$ cat src/rtl/game_ctrl.sv
// Game-flow controller: frame-gated move strobes, saturating score, lives/levels,
// and the IDLE/PLAY/PAUSE/RESPAWN/CLEAR/WON/LOST sequencing with re-arm pulses.
module game_ctrl #(
  parameter int N_ENEMIES      = 16,
  parameter int SCORE_W        = 8,
  parameter int LIVES          = 3,
  parameter int LEVELS         = 4,
  parameter int BASE_DIV       = 4,
  parameter int RESPAWN_FRAMES = 60,
  localparam int LIVES_W       = $clog2(LIVES + 1),
  localparam int LEVEL_W       = (LEVELS > 1) ? $clog2(LEVELS) : 1
) (
  input  logic                 clk,
  input  logic                 rst,
  input  logic                 pixpulse,
  input  logic                 vblank,
  input  logic                 start,
  input  logic                 player_hit,
  input  logic [N_ENEMIES-1:0] enemy_broken,
  output logic                 move,
  output logic                 level_rst,
  output logic                 player_rst,
  output logic [SCORE_W-1:0]   score,
  output logic [LIVES_W-1:0]   lives,
  output logic [LEVEL_W-1:0]   level,
  output logic [2:0]           state,
  output logic                 death,
  output logic                 won
);

  localparam int CNT_W = $clog2(N_ENEMIES + 1);
  localparam int DIV_W = $clog2(BASE_DIV + 1);
  localparam int RSP_W = $clog2(RESPAWN_FRAMES + 1);
  localparam int SUM_W = ((SCORE_W > CNT_W) ? SCORE_W : CNT_W) + 1;
  localparam logic [SCORE_W-1:0] SCORE_MAX = '1;

  typedef enum logic [2:0] {
    S_IDLE    = 3'd0,
    S_PLAY    = 3'd1,
    S_PAUSE   = 3'd2,
    S_RESPAWN = 3'd3,
    S_CLEAR   = 3'd4,
    S_WON     = 3'd5,
    S_LOST    = 3'd6
  } state_t;

  state_t               state_r, state_nxt;
  logic                 vblank_d1, frame_tick;
  logic                 hit_q, hit_edge_r;
  logic [CNT_W-1:0]     cnt_next, cnt_r;
  logic [DIV_W-1:0]     fdiv_r, div_m1;
  logic [RSP_W-1:0]     rsp_r;
  logic [SCORE_W-1:0]   bank_r, bank_sat, score_sat;
  logic [SUM_W-1:0]     score_sum, bank_sum;
  logic [LIVES_W-1:0]   lives_r;
  logic [LEVEL_W-1:0]   level_r;
  logic                 move_nxt, lrst_nxt, prst_nxt, dec_life;

  assign frame_tick = pixpulse & vblank & ~vblank_d1;

  // NOTE: every always_comb output gets a default first so no path infers a latch.
  always_comb begin
    cnt_next = '0;
    for (int i = 0; i < N_ENEMIES; i++) cnt_next = cnt_next + CNT_W'(enemy_broken[i]);
  end

  // divisor-1 = max(0, BASE_DIV-1-level)
  always_comb begin
    div_m1 = '0;
    if (int'(level_r) < BASE_DIV - 1) div_m1 = DIV_W'(BASE_DIV - 1 - int'(level_r));
  end

  always_comb begin
    score_sum = SUM_W'(bank_r) + SUM_W'(cnt_r);
    score_sat = (score_sum > SUM_W'(SCORE_MAX)) ? SCORE_MAX : score_sum[SCORE_W-1:0];
    bank_sum  = SUM_W'(bank_r) + SUM_W'(N_ENEMIES);
    bank_sat  = (bank_sum > SUM_W'(SCORE_MAX)) ? SCORE_MAX : bank_sum[SCORE_W-1:0];
  end

  // hit_edge_r is registered alongside cnt_r so a clear and a hit arriving in the
  // same input cycle are seen together and the clear wins.
  always_comb begin
    state_nxt = state_r;
    move_nxt  = 1'b0;
    lrst_nxt  = 1'b0;
    prst_nxt  = 1'b0;
    dec_life  = 1'b0;
    case (state_r)
      S_IDLE: if (start) begin
        state_nxt = S_PLAY;
        lrst_nxt  = 1'b1;
        prst_nxt  = 1'b1;
      end
      S_PLAY: begin
        if (cnt_r == CNT_W'(N_ENEMIES)) begin
          if (level_r == LEVEL_W'(LEVELS - 1)) state_nxt = S_WON;
          else begin
            state_nxt = S_CLEAR;
            lrst_nxt  = 1'b1;
          end
        end else if (hit_edge_r) begin
          dec_life = 1'b1;
          if (lives_r == LIVES_W'(1)) state_nxt = S_LOST;
          else begin
            state_nxt = S_RESPAWN;
            prst_nxt  = 1'b1;
          end
        end else if (!start) begin
          state_nxt = S_PAUSE;
        end else if (frame_tick && fdiv_r == div_m1) begin
          move_nxt = 1'b1;
        end
      end
      S_PAUSE:   if (start) state_nxt = S_PLAY;
      S_RESPAWN: if (frame_tick && rsp_r == RSP_W'(RESPAWN_FRAMES - 1)) state_nxt = S_PLAY;
      S_CLEAR:   if (frame_tick) state_nxt = S_PLAY;
      S_WON, S_LOST: if (!start) state_nxt = S_IDLE;
      default:   state_nxt = S_IDLE;
    endcase
  end

  // NOTE: sequential state uses non-blocking assignments so all registers update together.
  always_ff @(posedge clk or posedge rst) begin
    if (rst) begin
      state_r    <= S_IDLE;
      move       <= 1'b0;
      level_rst  <= 1'b0;
      player_rst <= 1'b0;
      death      <= 1'b0;
      won        <= 1'b0;
      vblank_d1  <= 1'b0;
      hit_q      <= 1'b0;
      hit_edge_r <= 1'b0;
      cnt_r      <= '0;
      fdiv_r     <= '0;
      rsp_r      <= '0;
      bank_r     <= '0;
      score      <= '0;
      lives_r    <= LIVES_W'(LIVES);
      level_r    <= '0;
    end else begin
      state_r    <= state_nxt;
      move       <= move_nxt;
      level_rst  <= lrst_nxt;
      player_rst <= prst_nxt;
      death      <= (state_nxt == S_LOST);
      won        <= (state_nxt == S_WON);
      if (pixpulse) vblank_d1 <= vblank;
      hit_q      <= player_hit;
      hit_edge_r <= player_hit & ~hit_q;
      cnt_r      <= cnt_next;

      if (state_nxt != state_r || state_r != S_PLAY) fdiv_r <= '0;
      else if (frame_tick) fdiv_r <= (fdiv_r == div_m1) ? '0 : fdiv_r + DIV_W'(1);

      if (state_nxt != state_r || state_r != S_RESPAWN) rsp_r <= '0;
      else if (frame_tick) rsp_r <= rsp_r + RSP_W'(1);

      if (state_nxt == S_IDLE) begin
        bank_r  <= '0;
        score   <= '0;
        lives_r <= LIVES_W'(LIVES);
        level_r <= '0;
      end else begin
        if (dec_life) lives_r <= lives_r - LIVES_W'(1);
        if (state_r == S_PLAY && state_nxt == S_CLEAR) begin
          bank_r  <= bank_sat;
          level_r <= level_r + LEVEL_W'(1);
        end
        // score freezes in PAUSE, WON and LOST
        if (state_r inside {S_PLAY, S_RESPAWN, S_CLEAR}) score <= score_sat;
      end
    end
  end

  assign state = state_r;
  assign lives = lives_r;
  assign level = level_r;

endmodule
$ cat config.mk
export PLATFORM = sky130hd
export DESIGN_NAME = game_ctrl
export DESIGN_NICKNAME = d
export VERILOG_FILES = /design/src/rtl/game_ctrl.sv
export SDC_FILE = /design/constraint.sdc
export NUM_CORES = 1
export LEC_CHECK = 0
export ABC_AREA = 1
export CORE_MARGIN = 4
export CORE_UTILIZATION = 50
export CTS_CLUSTER_SIZE = 14
export DETAILED_ROUTE_END_ITERATION = 6
export PLACE_DENSITY = 0.81
export REMOVE_ABC_BUFFERS = 1
export SETUP_SLACK_MARGIN = 0.3
export SLEW_MARGIN = 10
export SYNTH_ARGS = -nofsm -noshare
export SYNTH_HDL_FRONTEND = slang
export SYNTH_SLANG_ARGS = --single-unit
$ cat constraint.sdc
create_clock -name clk -period 2.46 [get_ports clk]
set_input_delay 0.615 -clock clk [delete_from_list [all_inputs] [get_ports clk]]
set_output_delay 0.615 -clock clk [all_outputs]
set_load 0.01 [all_outputs]
==> qor.csv <==
metric,value,unit
outcome,finished with violations,
violations,negative setup slack,
drive_above_1_share,23.9,%
tightest_slew,0.538,ns
fp-row-count,26,
yosysTopAreaCellShare,36.0,%
final_nets,429,
n_antenna_cell,0,
die_height,82.6,microns
cap_violations,0,
rr_startpoint,bank_r[2],
clockBufferDepth,2,
synth_edf_count,0,
dieArea,6810,sq um
gp_congestion,0.838,
die_w,82.6,microns
cts_max_level,2,
clk_pin_slew,0.07,ns
switching_share,41.8,%
hold_depth,1,
dp_hpwl,4610,microns
io_buffer_count,41,
detail_route.iter0.violations,93,
synth.area.top_cells,"dfrtp_1 (36%), fa_1 (7.9%), ha_1 (7.2%), inv_1 (7.2%), nand2_1 (6.2%)",
fin_crit_sh,133,%
grtUsageTotal,19.4,%
slew_headroom,64.1,%
grt_pass1_wl,10300,microns
layout_setup_ws,-0.812,ns
clkPwrFrac,11.9,%
clock.fmax,0.306,GHz
ir_drop,0.527,mV
overflow,0,
start_util,53.1,%
ys_seq_area_share,37.9,%
p_leak,1.78,nW
reg2reg_slack,0.41,ns
setup.worst_path.start_class,input port,
power_density,1000,nW/um^2
worstPathRequired,2.65,ns
io_pins,42,
clock-sinks,42,
clkLatencyLatePin,0.30,ns
ys_seq_elements,42,
hp-start,hit_q,
dr.pass1.iters,4,
grt_pass1_vias,2376,
combPwrFrac,58.4,%
antenna_found_initial,0,
finalSetupViolCount,5,
cts_hold_buffers,0,
hp-class,reg2reg,
finalWirelength,5850,microns
root_buffer,clkbuf_8,
avgSynthCellArea,8.85,sq um
worst-path-max-fanout,2,
cp_data_arrival_time,3.46,ns
final.fill_count,421,
yosysTopAreaCell,dfrtp_1,
p_switching,0.00148,W
pwr-share-seq,29.7,%
rr_worst_depth,12,
hold_viol,0,
wl_per_cell,13.0,microns
cts_tree,yes,
r2r_end,score[2],
grt_max_degree,43,
yosysWarnings,0,
async_reset_ff_share,100,%
grt_setup_unrepaired,true,
coreArea,5240,sq um
p_total,0.00355,W
drc_errors,0,
startpoint,enemy_broken[15],
skew,0.00661,ns
ys_dominant_reg_cell,dfrtp_1,
syn_to_final_growth,27.2,%
ant_nets,0,
synthCells,314,
fin_tns_setup,-3.30,ns
vias,2292,
yosysUniqueCellTypes,37,
hold_end,hit_edge_r,
vias_per_cell,5.09,
crit_type,in2reg,
internal_power,0.00206,W
worstSetupEndpointType,flop,
netlist_area,2780,sq um
period_minus_slack,3.27,ns
finalMaxSlewViolations,0,
cts_made_buffers,5,
## cell families after synthesis
logic type	share of synthesized area (%)
AND/OR/NAND/NOR	22.3
buffers and inverters	10.3
AO/OA/AOI/OAI	10.3
flip-flops	37.9
adder cells (fa/ha/maj)	15.1
XOR/XNOR	4.10
## metrics by stage
step / std cells / cell area [sq um] / worst slack (ns) / hold slack (ns) / utilization (%)
finish: 450 / 3530 / -0.812 / 0.408 / 67.5
global route: 450 / 3530 / -0.904 / 0.433 / 67.5
CTS: 443 / 3430 / -0.825 / 0.404 / 65.6
detailed placement: 435 / 3370 / -1.59 / 0.393 / 64.3
global placement: 435 / 3370 / -1.51 / 0.381 / 64.3
floorplan: 311 / 2750 / -0.983 / 0.376 / -
## sequential cells by signal, indices dropped and copies added (netlist names)
name,count
level_rst,1
hit_edge_r,1
rsp_r,6
cnt_r,5
hit_q,1
level,2
lives,2
death,1
state,3
won,1
bank_r,5
player_rst,1
score,8
vblank_d1,1
fdiv_r,3
move,1
## cells in the mapped netlist (3+ instances only)
cell type / number
ha_1: 16
inv_2: 8
nand4_1: 6
nand3_1: 22
a31oi_1: 3
fa_1: 11
o21ai_0: 13
inv_1: 53
xnor2_1: 4
or2_2: 3
buf_6: 3
o21ai_1: 4
dfrtp_1: 40
nand2_1: 46
o211ai_2: 5
nand3_4: 3
xor2_1: 9
a21oi_1: 15
nor2_1: 23
## power by group through the flow
stage / Combinational (W) / Sequential, W / Clock [W]
2_1_floorplan: 0.00114 / 0.00108 / 0
4_1_cts: 0.00201 / 0.00105 / 0.000433
6_report: 0.00207 / 0.00105 / 0.000422
5_1_grt: 0.00232 / 0.00108 / 0.000465
3_3_place_gp: 0.00190 / 0.00106 / 0
3_5_place_dp: 0.00196 / 0.00106 / 0
## metal layers
layer | global-route usage, % | vias up | part of all wire, %
met5 | 0 | - | 0
met4 | 7.19 | 0 | 2.6
met3 | 4.45 | 13 | 5.1
met2 | 34.2 | 56 | 51
met1 | 22.8 | 1092 | 41
li1 | - | 1131 | -
## how the worst max path moves through the flow
stage | to | slack, ns | cells after the start
final | cnt_r[1] | -0.81 | 11
after global routing | cnt_r[1] | -0.90 | 11
after CTS | cnt_r[1] | -0.83 | 11
after detailed placement | cnt_r[2] | -1.59 | 11
after global placement | cnt_r[2] | -1.51 | 11
after floorplan | cnt_r[2] | -0.98 | 10
## layout make-up
cell class	instances	area (sq um)	share of cell area, %
clock buffers	5	68.8	1.95
clock inverters	2	10.0	0.283
inverters	65	253	7.15
multi-input cells	204	1490	42.1
flip-flops and latches	42	1050	29.8
well taps	70	87.6	2.48
repair buffers	62	572	16.2
## worst max-delay path: stages
cell   delay [ns]
buf_6        0.07
inv_2        0.03
fa_1         0.54
fa_1         0.44
fa_1         0.55
fa_1         0.43
inv_2        0.08
ha_4         0.13
inv_2        0.04
fa_2         0.51
inv_1        0.03
## what timing repair did
item / in CTS / in global routing
pin swaps: 9 / 9
buffers inserted: 1 / 7
gates resized for setup: 40 / 14
setup endpoints to repair: 10 / 19
## cell usage in the layout (no fill, tap or decap), types with 3 or more instances in the layout
master	instances
inv_1	46
nand2_2	3
nand4_1	6
fa_1	10
nor2_2	3
buf_4	19
nand3_4	3
nand3_1	20
or2_2	3
o211ai_2	5
clkbuf_8	5
xnor2_1	3
buf_2	6
buf_6	3
nand3_2	4
nor2_1	22
a21oi_1	13
inv_2	15
clkdlybuf4s50_1	30
o21ai_0	11
clkinv_2	3
nand2_1	45
dfrtp_1	39
ha_1	15
xor2_1	9
o21ai_1	5
a31oi_1	3
Power figures use the tool's default switching activity.
